===== src/rtl/redun_chk_rcv_pkg.sv =====
// Shared widths, FSM encoding and defaults for the receive-side redundancy checker.
// Widths follow NS_ADDRESS_SIZE / NS_DATA_SIZE / NS_REDUN_SIZE when those are defined.
`ifndef NS_ADDRESS_SIZE
`define NS_ADDRESS_SIZE 4
`endif
`ifndef NS_DATA_SIZE
`define NS_DATA_SIZE 8
`endif
`ifndef NS_REDUN_SIZE
`define NS_REDUN_SIZE 4
`endif

package redun_chk_rcv_pkg;

   localparam int ASZ_DEF = `NS_ADDRESS_SIZE;
   localparam int DSZ_DEF = `NS_DATA_SIZE;
   localparam int RSZ_DEF = `NS_REDUN_SIZE;

   localparam int CSZ_DEF = 8;

   typedef enum logic [1:0] {
      ST_IDLE  = 2'd0,
      ST_CHECK = 2'd1,
      ST_SEND  = 2'd2
   } state_t;

endpackage


===== src/rtl/redun_chk_rcv_calc_redun.sv =====
// calc_redun: combinational partitioned-NAND redundancy over M = {src, dst, dat}.
// Each of the RSZ parts is NAND-reduced; the top part absorbs any remainder bits.
module redun_chk_rcv_calc_redun #(
   parameter int ASZ = 4,
   parameter int DSZ = 8,
   parameter int RSZ = 4
) (
   input  logic [ASZ-1:0] i_src,
   input  logic [ASZ-1:0] i_dst,
   input  logic [DSZ-1:0] i_dat,
   output logic [RSZ-1:0] o_red
);
   localparam int MSZ = 2*ASZ + DSZ;
   localparam int P   = MSZ / RSZ;

   logic [MSZ-1:0] w_msg;
   assign w_msg = {i_src, i_dst, i_dat};

   genvar g;
   generate
      for (g = 0; g < RSZ-1; g++) begin : g_part
         assign o_red[g] = ~&w_msg[g*P +: P];
      end
   endgenerate

   assign o_red[RSZ-1] = ~&w_msg[MSZ-1:(RSZ-1)*P];

endmodule


===== src/rtl/redun_chk_rcv.sv =====
// Receive-side redundancy checker: capture on rcv_req/rcv_ack, recheck, forward or drop.
// NS_REDUN_ERR_CNT_EN adds the saturating err_cnt drop counter and its port.
module redun_chk_rcv
   import redun_chk_rcv_pkg::*;
#(
   parameter int ASZ = ASZ_DEF,
   parameter int DSZ = DSZ_DEF,
   parameter int RSZ = RSZ_DEF
`ifdef NS_REDUN_ERR_CNT_EN
   , parameter int CSZ = CSZ_DEF
`endif
) (
   input  logic           i_clk,
   input  logic           reset,
   input  logic           rcv_req,
   input  logic [ASZ-1:0] rcv_src,
   input  logic [ASZ-1:0] rcv_dst,
   input  logic [DSZ-1:0] rcv_dat,
   input  logic [RSZ-1:0] rcv_red,
   output logic           rcv_ack,
   output logic           snd_req,
   input  logic           snd_ack,
   output logic [ASZ-1:0] snd_src,
   output logic [ASZ-1:0] snd_dst,
   output logic [DSZ-1:0] snd_dat,
   output logic           err_pulse,
`ifdef NS_REDUN_ERR_CNT_EN
   output logic [CSZ-1:0] err_cnt,
`endif
   output state_t         dbg_state
);
   // Handshakes: a transfer happens on the rising edge where req=1 is sampled
   // (upstream) or where snd_req=1 and snd_ack=1 (downstream); rcv_ack is the
   // one-cycle capture pulse and snd_* holds steady while snd_req is high.
   state_t         r_state;
   logic [ASZ-1:0] r_src;
   logic [ASZ-1:0] r_dst;
   logic [DSZ-1:0] r_dat;
   logic [RSZ-1:0] r_red;
   logic [RSZ-1:0] w_red;
   logic           w_match;

   redun_chk_rcv_calc_redun #(.ASZ(ASZ), .DSZ(DSZ), .RSZ(RSZ)) u_calc_redun (
      .i_src (r_src),
      .i_dst (r_dst),
      .i_dat (r_dat),
      .o_red (w_red)
   );

   assign w_match   = (w_red == r_red);
   assign dbg_state = r_state;

   always_ff @(posedge i_clk) begin
      if (reset) begin
         r_state   <= ST_IDLE;
         r_src     <= '0;
         r_dst     <= '0;
         r_dat     <= '0;
         r_red     <= '0;
         rcv_ack   <= 1'b0;
         snd_req   <= 1'b0;
         snd_src   <= '0;
         snd_dst   <= '0;
         snd_dat   <= '0;
         err_pulse <= 1'b0;
`ifdef NS_REDUN_ERR_CNT_EN
         err_cnt   <= '0;
`endif
      end else begin
         rcv_ack   <= 1'b0;
         err_pulse <= 1'b0;
         case (r_state)
            ST_IDLE: begin
               if (rcv_req) begin
                  r_src   <= rcv_src;
                  r_dst   <= rcv_dst;
                  r_dat   <= rcv_dat;
                  r_red   <= rcv_red;
                  rcv_ack <= 1'b1;
                  r_state <= ST_CHECK;
               end
            end
            ST_CHECK: begin
               if (w_match) begin
                  snd_src <= r_src;
                  snd_dst <= r_dst;
                  snd_dat <= r_dat;
                  snd_req <= 1'b1;
                  r_state <= ST_SEND;
               end else begin
                  // Dropped: the buffer is simply overwritten by the next capture.
                  err_pulse <= 1'b1;
                  r_state   <= ST_IDLE;
`ifdef NS_REDUN_ERR_CNT_EN
                  if (err_cnt != '1) err_cnt <= err_cnt + CSZ'(1);
`endif
               end
            end
            ST_SEND: begin
               if (snd_ack) begin
                  snd_req <= 1'b0;
                  r_state <= ST_IDLE;
               end
            end
            default: r_state <= ST_IDLE;
         endcase
      end
   end

endmodule

===== config.mk =====
export PLATFORM = sky130hd
export DESIGN_NAME = redun_chk_rcv
export DESIGN_NICKNAME = d
export VERILOG_FILES = /design/src/rtl/redun_chk_rcv_pkg.sv /design/src/rtl/redun_chk_rcv_calc_redun.sv /design/src/rtl/redun_chk_rcv.sv
export SDC_FILE = /design/constraint.sdc
export NUM_CORES = 1
export LEC_CHECK = 0
export BUFFER_PORTS_ARGS = -buffer_cell sky130_fd_sc_hd__buf_2
export CAP_MARGIN = 20
export CORE_ASPECT_RATIO = 0.75
export CORE_MARGIN = 2
export CORE_UTILIZATION = 25
export DETAILED_ROUTE_END_ITERATION = 10
export PLACE_DENSITY = 0.5
export REMOVE_ABC_BUFFERS = 1
export SYNTH_ARGS = -nofsm -noshare
export SYNTH_HDL_FRONTEND = slang
export SYNTH_SLANG_ARGS = --single-unit

===== constraint.sdc =====
create_clock -name i_clk -period 1.7 [get_ports i_clk]
set_clock_uncertainty 0.05 [all_clocks]
set_input_delay 0.255 -clock i_clk [delete_from_list [all_inputs] [get_ports i_clk]]
set_output_delay 0.255 -clock i_clk [all_outputs]
set_load 0.01 [all_outputs]

==> run summary, run 1 <==
Outcome - finished with violations
Failing checks - negative setup slack
Post-route cell area - 2183 sq um
Worst Hold Depth - 3
Post-Route WL - 3799 um
Synth Area in Simple Gates - 26.70%
Placed Area - 2042 sq um
CP Cell Sequence - nand4_1 > xor2_1 > nor4_2 > nor3b_4 > buf_6 > mux2i_1
CP required - 1870 ps
Adder-cell share of the synthesized area - 0%
Pwr Total - 1.926 mW
Hold endpoint - r_dst[2]$_SDFFE_PP0P_
Area of the die - 7368 sq um
Via count - 1310
Post-synth top area cell - dfxtp_1
Dpl hpwl - 2636 um
DR pass1 iterations - 4
Synth Area in XOR/XNOR - 2.094%
Htree depth - 2
Buf/Inv on CP - 1
First-pass GRT wire length - 6230 um
Setup WS post-layout - -43.95 ps
Number of max-cap violations - 0
Yosys reg bits - 41
Vias per cell - 4.094
DRC Markers - 0
Layout cells sized above 1 - 32.64%
Max FO, Critical Path - 8
Initial antenna violation count - 0
Total stage count of the critical path - 6
CP endpoint kind - register
CP max stage cell - dfxtp_2
Sequential power share - 52.5%
Tmin final - 1744 ps
Synth cell types - 21
Largest family of logic cells by synthesized area - simple AND/OR/NAND/NOR gates
Relative max-transition margin - 73.23%
Combinational power share - 8.4%
Max frequency - 573.4 MHz
Iter 0 DRT Violations - 49
Die W - 98.46 um
Yosys top cell area share - 49.07%
Peak VDD IR - 0.3629 mV
R2r startpoint - r_dat[4]$_SDFFE_PP0P_
Critical Path Source Type - register
HP Start - rcv_dst[2]
Critical Path AT - 1920 ps
Gp weighted congestion - 0.6693
Unrepaired setup endpoints after global routing - yes
Clock Sinks - 41
Final net count - 263
R2R Setup Slk - -40 ps
Insertion delay to the later sink of the worst-skew pair - 290 ps
Routed WL per cell - 11.87 um
Worst-Margin Slew - 401.5 ps
Pint - 1.498 mW
Top post-synthesis cells by area - dfxtp_1, mux2i_1, nand2_1
Setup-failing EPs final - 16
Num rows - 25
Leakage power - 0.8888 nW
Cell count after synthesis - 183
Mean post-synth cell area - 9.141 sq um
# fillers - 692
Aggregate global-route resource usage - 10.85%
Clock Power Share - 39.2%
Final Util - 34.22%
Area Overhead vs Synth - 30.52%
Largest net degree at the start of global routing - 33
Num CTS Buffers - 5
Routed Antenna Nets - 0
CTS root buf - clkbuf_8
Starting density of the core - 26.22%
Remaining Overflow, GRT - 0
Crit path max-delay family - simple AND/OR/NAND/NOR gates
Net Sw Frac - 22.23%
Final Max Slew Viols - 0
Critical path's largest stage delay - 340 ps
Hold Buf Count CTS - 0
Post-synthesis mux area share - 9.574%
Worst-path clk slew - 80 ps
Core ar. - 6381 sq um
Launch point of the worst path - r_dat[4]$_SDFFE_PP0P_
Compound-Gate Fraction of Synth Area - 7.554%
Io pins - 45
Most frequent cells in the layout - buf_2, nand2_1, dfxtp_1
Sw Pwr - 428.1 uW
Final period util - 102.6%
Pwr dens - 882.2 nW/um^2
Vias in the first global route - 1279
Synth Warn # - 0
Register-to-Register Path Depth - 6
Chip height - 74.84 um
Crit Path Category - register to register
Clock buffer depth - 2
Worst r2r dst - snd_src[2]$_SDFFE_PP0P_
Fin. Hold Viols - 0
Buffers added on ports - 44
Most common cell after layout, fill and taps aside - buf_2
CTS tree - done
Syn Std Cell Area - 1673 sq um
Worst Hold Class - primary input to register
# diodes - 0
Post-synthesis sequential area ratio - 49.07%
## sequential cells by signal, indices dropped and copies added (netlist names)
register / count
snd_dst: 4
rcv_ack: 1
snd_dat: 8
r_dat: 8
r_red: 4
snd_req: 1
r_dst: 4
snd_src: 4
dbg_state: 2
err_pulse: 1
r_src: 4
## worst max-delay path by stage
| stage | to | slack, ps |
|---|---|---|
| final | snd_src[2]$_SDFFE_PP0P_ | -40 |
| after global routing | snd_dat[7]$_SDFFE_PP0P_ | -190 |
| after CTS | snd_src[2]$_SDFFE_PP0P_ | -60 |
| after global placement | snd_dat[6]$_SDFFE_PP0P_ | -50 |
| after detailed placement | snd_dat[3]$_SDFFE_PP0P_ | -70 |
| after floorplan | dbg_state[1]$_SDFFE_PP0P_ | -600 |
## through the flow
stage          instances  setup slack [ps]  setup TNS (ps)  hold slack [ps]
6_report             320            -43.95          -418.2            140.4
2_1_floorplan        171            -595.7          -10640            274.1
4_1_cts              320            -59.60          -662.4            125.9
3_3_place_gp         310            -47.43          -303.2            405.2
3_5_place_dp         310            -68.19          -441.3            408.5
5_1_grt              320            -187.6           -2865            129.0
## logic make-up (layout without fill, tap and decap cells)
family                    Yosys count  in the layout
AOI/OAI and AO/OA                  23             23
and+or+nand+nor                    85             85
DFF                                41             41
xor gates and xnor gates            4              4
muxes                              16             16
buffers and inverters              14             70
## routing by layer
metal / wire, um / global-route usage, %
met1: 2034 / 15.03
met4: 25 / 3.196
met2: 1528 / 16.10
met3: 211 / 3.807
met5: 0 / 0
## synth_stat cells (all sizes together)
cell     n
o21ba    2
nand2   41
nor2     3
nor4     2
inv      2
or2b     9
and2     1
a21oi   20
xor2     4
buf      4
nand4    4
a31oi    1
mux2i   16
clkbuf   8
nor3b    2
dfxtp   41
nand2b  23
## worst register-to-register path, stage by stage, from the launching register on
cell	delay (ps)
dfxtp_2	340
nand4_1	120
xor2_1	170
nor4_2	300
nor3b_4	300
buf_6	200
mux2i_1	190
## power groups by stage
stage / combinational, mW / sequential (mW) / clock (mW)
finish: 0.161 / 1.01 / 0.754
global route: 0.182 / 1.02 / 0.827
CTS: 0.164 / 1.01 / 0.787
detailed placement: 0.161 / 1.03 / 0
global placement: 0.162 / 1.03 / 0
floorplan: 0.0696 / 1.03 / 0
## final cells by class
type                       count  area (sq um)  area share, %
tap                           81         101.3          4.642
sequential                    41         827.0          37.88
clock buffer                   5         68.82          3.152
timing repair buffer          61         367.9          16.85
inverter                       2         7.507         0.3438
clock inverter                 2         35.03          1.605
multi-input combinational    128         775.7          35.53
## timing repair
item,CTS,global route
gates cloned,1,0
buffers inserted,2,0
resized for setup,7,2
pin swaps,1,1
setup endpoints to repair,18,24
Power figures use the tool's default switching activity.
==> inputs of run 2 (changes only) <==
--- a/config.mk
+++ b/config.mk
@@ -11,6 +11,7 @@
 export CORE_MARGIN = 2
 export CORE_UTILIZATION = 25
 export DETAILED_ROUTE_END_ITERATION = 10
+export GPL_TIMING_DRIVEN = 0
 export PLACE_DENSITY = 0.5
 export REMOVE_ABC_BUFFERS = 1
 export SYNTH_ARGS = -nofsm -noshare
==> run 2 against run 1 <==
  * The run still ends with negative setup slack left
  * Register-to-register slack worse by 60 ps
  * Highest routed layer is now met3
  * Critical path type unchanged
  * Routed wire length down 7.2%
  * Final cell count down 3.4%
  * Combinational power down 12%
==> run summary, run 2 (synthesis results as in run 1) <==
Final Max Slew Viols - 0 (unchanged)
Worst-Margin Slew - 822.3 ps (was 401.5 ps)
Num rows - 25 (unchanged)
Critical Path AT - 1970 ps (was 1920 ps)
Unrepaired setup endpoints after global routing - yes (unchanged)
Core ar. - 6381 sq um (unchanged)
Iter 0 DRT Violations - 52 (was 49)
# diodes - 0 (unchanged)
Dpl hpwl - 2340 um (was 2636 um)
Post-route cell area - 2077 sq um (was 2183 sq um)
Gp weighted congestion - 0.6901 (was 0.6693)
Final Util - 32.55% (was 34.22%)
Clock Sinks - 41 (unchanged)
# fillers - 716 (was 692)
Pwr Total - 1.793 mW (was 1.926 mW)
Routed Antenna Nets - 0 (unchanged)
Aggregate global-route resource usage - 10.11% (was 10.85%)
Most frequent cells in the layout - buf_2, nand2_1, dfxtp_1 (unchanged)
Layout cells sized above 1 - 29.82% (was 32.64%)
Placed Area - 1939 sq um (was 2042 sq um)
Remaining Overflow, GRT - 0 (unchanged)
Worst Hold Class - primary input to register (unchanged)
Largest net degree at the start of global routing - 58 (was 33)
First-pass GRT wire length - 5844 um (was 6230 um)
Clock buffer depth - 2 (unchanged)
Finished Layout Cells - 309 (was 320)
CTS tree - done (unchanged)
Fin. Hold Viols - 0 (unchanged)
Relative max-transition margin - 45.18% (was 73.23%)
DRC Markers - 0 (unchanged)
Critical Path Source Type - register (unchanged)
Area of the die - 7368 sq um (unchanged)
CTS root buf - clkbuf_8 (unchanged)
Setup-failing EPs final - 18 (was 16)
Largest registers - r_dat: 8 flops, snd_dat: 8 flops (unchanged)
Pwr dens - 863.4 nW/um^2 (was 882.2 nW/um^2)
R2R Setup Slk - -100 ps (was -40 ps)
Leakage power - 0.8191 nW (was 0.8888 nW)
Die W - 98.46 um (unchanged)
Worst-path clk slew - 70 ps (was 80 ps)
CP Cell Sequence - nand4_1 > xor2_1 > nor4_2 > nor3b_4 > buf_8 > mux2i_1 (was nand4_1 > xor2_1 > nor4_2 > nor3b_4 > buf_6 > mux2i_1)
Tmin final - 1803 ps (was 1744 ps)
DR pass1 iterations - 4 (unchanged)
Max FO, Critical Path - 10 (was 8)
CP required - 1860 ps (was 1870 ps)
Insertion delay to the later sink of the worst-skew pair - 280 ps (was 290 ps)
Post-Route WL - 3524 um (was 3799 um)
Final period util - 106.0% (was 102.6%)
Failing checks - negative setup slack (unchanged)
Initial antenna violation count - 0 (unchanged)
Area Overhead vs Synth - 24.16% (was 30.52%)
Vias in the first global route - 1250 (was 1279)
Starting density of the core - 26.22% (unchanged)
Htree depth - 2 (unchanged)
Number of max-cap violations - 0 (unchanged)
Buffers added on ports - 44 (unchanged)
Chip height - 74.84 um (unchanged)
Most common cell after layout, fill and taps aside - buf_2 (unchanged)
Crit Path Category - register to register (unchanged)
Routed WL per cell - 11.40 um (was 11.87 um)
Final net count - 252 (was 263)
Post-placement cell count - 297 (was 310)
Buf/Inv on CP - 1 (unchanged)
Setup WS post-layout - -102.7 ps (was -43.95 ps)
Num CTS Buffers - 5 (unchanged)
Via count - 1293 (was 1310)
Peak VDD IR - 0.2700 mV (was 0.3629 mV)
Io pins - 45 (unchanged)
Place WS - -540.4 ps (was -68.19 ps)
Reg area - 829.5 sq um (was 827.0 sq um)
Multi-input logic area - 775.7 sq um (unchanged)
CP max stage cell - dfxtp_2 (unchanged)
Outcome - finished with violations (unchanged)
Crit path max-delay family - simple AND/OR/NAND/NOR gates (unchanged)
Critical path's largest stage delay - 330 ps (was 340 ps)
Hold Buf Count CTS - 0 (unchanged)
Vias per cell - 4.184 (was 4.094)
Max frequency - 554.7 MHz (was 573.4 MHz)
CP endpoint kind - register (unchanged)
[run 2: metal layers]
layer / vias up / part of all wire, % / routed length, um / global-route usage [%]
li1: 683 / - / - / -
met1: 578 / 52 / 1844 / 13.85
met2: 32 / 42 / 1481 / 15.12
met3: 0 / 5.6 / 197 / 3.528
met4: 0 / 0 / 0 / 3.196
met5: - / 0 / 0 / 0
[run 2: layout make-up]
cell class / instances / area share, %
Tap cell: 81 / 4.880
Multi-Input combinational cell: 128 / 37.35
Inverter: 2 / 0.3614
Sequential cell: 41 / 39.94
Timing Repair Buffer: 50 / 13.31
Clock buffer: 7 / 4.157
[run 2: worst paths after layout]
kind | from | endpoint | cells after the start
min | rcv_src[1] | r_src[1]$_SDFFE_PP0P_ | 3
min reg2reg | snd_dat[1]$_SDFFE_PP0P_ | snd_dat[1]$_SDFFE_PP0P_ | 2
max reg2reg | r_src[1]$_SDFFE_PP0P_ | snd_src[2]$_SDFFE_PP0P_ | 6
max | r_src[1]$_SDFFE_PP0P_ | snd_src[2]$_SDFFE_PP0P_ | 6
[run 2: timing repair]
action,4_1_cts,5_1_grt
hold endpoints to repair,0,0
setup buffers,5,0
setup endpoints to repair,18,38
gates resized for setup,8,1
pin swaps,1,0
[run 2: report_power, final]
part | total, mW | switching (mW) | internal (mW)
combinational | 0.142 | 0.0768 | 0.0651
sequential | 1.01 | 0.0193 | 0.993
clock | 0.639 | 0.317 | 0.323
[run 2: stage by stage]
stage	setup TNS (ps)	hold WS, ps
3_3_place_gp	-23330	405.1
3_5_place_dp	-7894	410.1
5_1_grt	-4098	147.1
4_1_cts	-1261	136.6
2_1_floorplan	-10640	274.1
6_report	-1463	148.8
[run 2: worst register-to-register path: stages (launching register included)]
cell and delay, ps:
dfxtp_2 330, nand4_1 140, xor2_1 190, nor4_2 330, nor3b_4 300, buf_8 200, mux2i_1 200
==> inputs of run 3 (changes only) <==
--- a/config.mk
+++ b/config.mk
@@ -5,14 +5,13 @@
 export SDC_FILE = /design/constraint.sdc
 export NUM_CORES = 1
 export LEC_CHECK = 0
-export BUFFER_PORTS_ARGS = -buffer_cell sky130_fd_sc_hd__buf_2
 export CAP_MARGIN = 20
-export CORE_ASPECT_RATIO = 0.75
 export CORE_MARGIN = 2
 export CORE_UTILIZATION = 25
 export DETAILED_ROUTE_END_ITERATION = 10
+export DONT_BUFFER_PORTS = 1
 export GPL_TIMING_DRIVEN = 0
-export PLACE_DENSITY = 0.5
+export PLACE_DENSITY = 0.44
 export REMOVE_ABC_BUFFERS = 1
 export SYNTH_ARGS = -nofsm -noshare
 export SYNTH_HDL_FRONTEND = slang
==> run 3 against run 2 <==
  * The run ends with design-rule violations, negative setup slack left
  * Largest power group unchanged
  * Largest cell class unchanged
  * Global-route usage up 1.6 points
  * Register-to-register slack worse by 50 ps
  * Hold slack lost 120 ps
==> run summary, run 3 (synthesis results as in run 1) <==
Max FO, Critical Path - 9 (was 10)
Gp weighted congestion - 0.6723 (was 0.6901)
Via count - 1201 (was 1293)
Chip height - 85.80 um (was 74.84 um)
Most common cell after layout, fill and taps aside - nand2_1 (was buf_2)
CP required - 1870 ps (was 1860 ps)
Routed WL per cell - 14.56 um (was 11.40 um)
Place WS - -600.8 ps (was -540.4 ps)
Vias per cell - 4.481 (was 4.184)
Pwr dens - 987.4 nW/um^2 (was 863.4 nW/um^2)
Vias in the first global route - 1329 (was 1250)
DR pass1 iterations - 9 (was 4)
Unrepaired setup endpoints after global routing - yes (unchanged)
Critical path's largest stage delay - 350 ps (was 330 ps)
Post-placement cell count - 249 (was 297)
Core ar. - 6422 sq um (was 6381 sq um)
CP Cell Sequence - nand4_1 > xor2_1 > nor4_2 > nor3b_4 > buf_6 > buf_12 > mux2i_1 (was nand4_1 > xor2_1 > nor4_2 > nor3b_4 > buf_8 > mux2i_1)
Worst r2r dst - snd_dat[7]$_SDFFE_PP0P_ (was snd_src[2]$_SDFFE_PP0P_)
Worst Hold Class - primary input to register (unchanged)
R2R Setup Slk - -150 ps (was -100 ps)
Critical Path AT - 2020 ps (was 1970 ps)
Setup WS post-layout - -151.0 ps (was -102.7 ps)
Starting density of the core - 26.05% (was 26.22%)
HP Start - rcv_src[1] (unchanged)
Fin. Hold Viols - 0 (unchanged)
Relative max-transition margin - 32.89% (was 45.18%)
Post-Route WL - 3901 um (was 3524 um)
Failing checks - design-rule violations, negative setup slack (was negative setup slack)
CP max stage cell - dfxtp_2 (unchanged)
Post-route cell area - 1971 sq um (was 2077 sq um)
Final Util - 30.68% (was 32.55%)
Hold endpoint - r_src[1]$_SDFFE_PP0P_ (unchanged)
Register-to-Register Path Depth - 7 (was 6)
Insertion delay to the later sink of the worst-skew pair - 290 ps (was 280 ps)
CTS tree - done (unchanged)
Initial antenna violation count - 0 (unchanged)
R2r startpoint - r_dat[4]$_SDFFE_PP0P_ (was r_src[1]$_SDFFE_PP0P_)
Launch point of the worst path - r_dat[4]$_SDFFE_PP0P_ (was r_src[1]$_SDFFE_PP0P_)
Crit Path Category - register to register (unchanged)
Area Overhead vs Synth - 17.80% (was 24.16%)
Setup-failing EPs final - 18 (unchanged)
First-pass GRT wire length - 6568 um (was 5844 um)
Largest net degree at the start of global routing - 36 (was 58)
Worst-Margin Slew - 1003 ps (was 822.3 ps)
Critical Path Source Type - register (unchanged)
Worst-path clk slew - 80 ps (was 70 ps)
Worst Hold Depth - 2 (was 3)
Num rows - 29 (was 25)
Die W - 85.80 um (was 98.46 um)
Io pins - 45 (unchanged)
Clock buffer depth - 2 (unchanged)
Fin Setup TNS - -2286 ps (was -1463 ps)
Num CTS Buffers - 5 (unchanged)
# fillers - 707 (was 716)
Remaining Overflow, GRT - 0 (unchanged)
CTS root buf - clkbuf_8 (unchanged)
Peak VDD IR - 0.3148 mV (was 0.2700 mV)
Layout cells sized above 1 - 18.85% (was 29.82%)
DRC Markers - 5 (was 0)
Final period util - 108.9% (was 106.0%)
Placed Area - 1714 sq um (was 1939 sq um)
Tmin final - 1851 ps (was 1803 ps)
Area of the die - 7362 sq um (was 7368 sq um)
Pwr Total - 1.946 mW (was 1.793 mW)
Largest registers - r_dat: 8 flops, snd_dat: 8 flops (unchanged)
Final net count - 214 (was 252)
Most frequent cells in the layout - nand2_1, dfxtp_1, nand2b_1 (was buf_2, nand2_1, dfxtp_1)
# diodes - 0 (unchanged)
Htree depth - 2 (unchanged)
Clock Sinks - 41 (unchanged)
Aggregate global-route resource usage - 11.72% (was 10.11%)
Max frequency - 540.2 MHz (was 554.7 MHz)
Outcome - finished with violations (unchanged)
Dpl hpwl - 2289 um (was 2340 um)
Number of max-cap violations - 0 (unchanged)
Routed Antenna Nets - 0 (unchanged)
Leakage power - 0.6687 nW (was 0.8191 nW)
Iter 0 DRT Violations - 39 (was 52)
CP endpoint kind - register (unchanged)
Final hold slack - 31.49 ps (was 148.8 ps)
Buffers added on ports - 0 (was 44)
Final Max Slew Viols - 0 (unchanged)
Finished Layout Cells - 268 (was 309)
==> run 3: area by class of cell <==
type                       instances  area, sq um  area share, %
timing repair buffer              12        136.4          6.921
tap                               77        96.34          4.889
inverter                           2        7.507         0.3810
clock buffer                       7        86.33          4.381
sequential                        41        835.8          42.41
clock inverter                     1        30.03          1.524
multi-input combinational        128        778.2          39.49
==> run 3: power breakdown <==
part	leakage, nW	switching (mW)	internal, mW
clock network	0.0585	0.341	0.479
logic	0.272	0.0620	0.0482
registers	0.339	0.0212	0.994
total	0.669	0.424	1.52
==> run 3: timing repair <==
item	4_1_cts	5_1_grt
hold buffers	1	0
endpoints found under the hold margin	23	0
resized for setup	10	6
endpoints found under the setup margin	18	40
cloned	1	0
pin swaps	1	2
setup buffers	8	1
==> run 3: routing by layer <==
layer  vias to the layer above  global-route usage [%]  wire, um
met2                        29                   18.25      1733
met4                         0                   3.463        22
met5                         -                       0         0
met3                         2                   4.235       192
li1                        606                       -         -
met1                       564                   15.24      1952
==> run 3: worst max-delay path by stage <==
stage | end | slack (ps) | cells after the start
after detailed placement | snd_dat[6]$_SDFFE_PP0P_ | -600 | 6
after CTS | snd_dat[7]$_SDFFE_PP0P_ | -140 | 7
after global placement | snd_dat[3]$_SDFFE_PP0P_ | -1340 | 5
final | snd_dat[7]$_SDFFE_PP0P_ | -150 | 7
after floorplan | dbg_state[1]$_SDFFE_PP0P_ | -600 | 5
after global routing | snd_dst[1]$_SDFFE_PP0P_ | -280 | 7
==> run 3: worst max-delay path, delay by kind of cell (launching register included) <==
kind | cells | cell delay, ps
buf+inv | 2 | 270
simple gates | 3 | 740
xor+xnor | 1 | 190
mux | 1 | 180
flops | 1 | 350
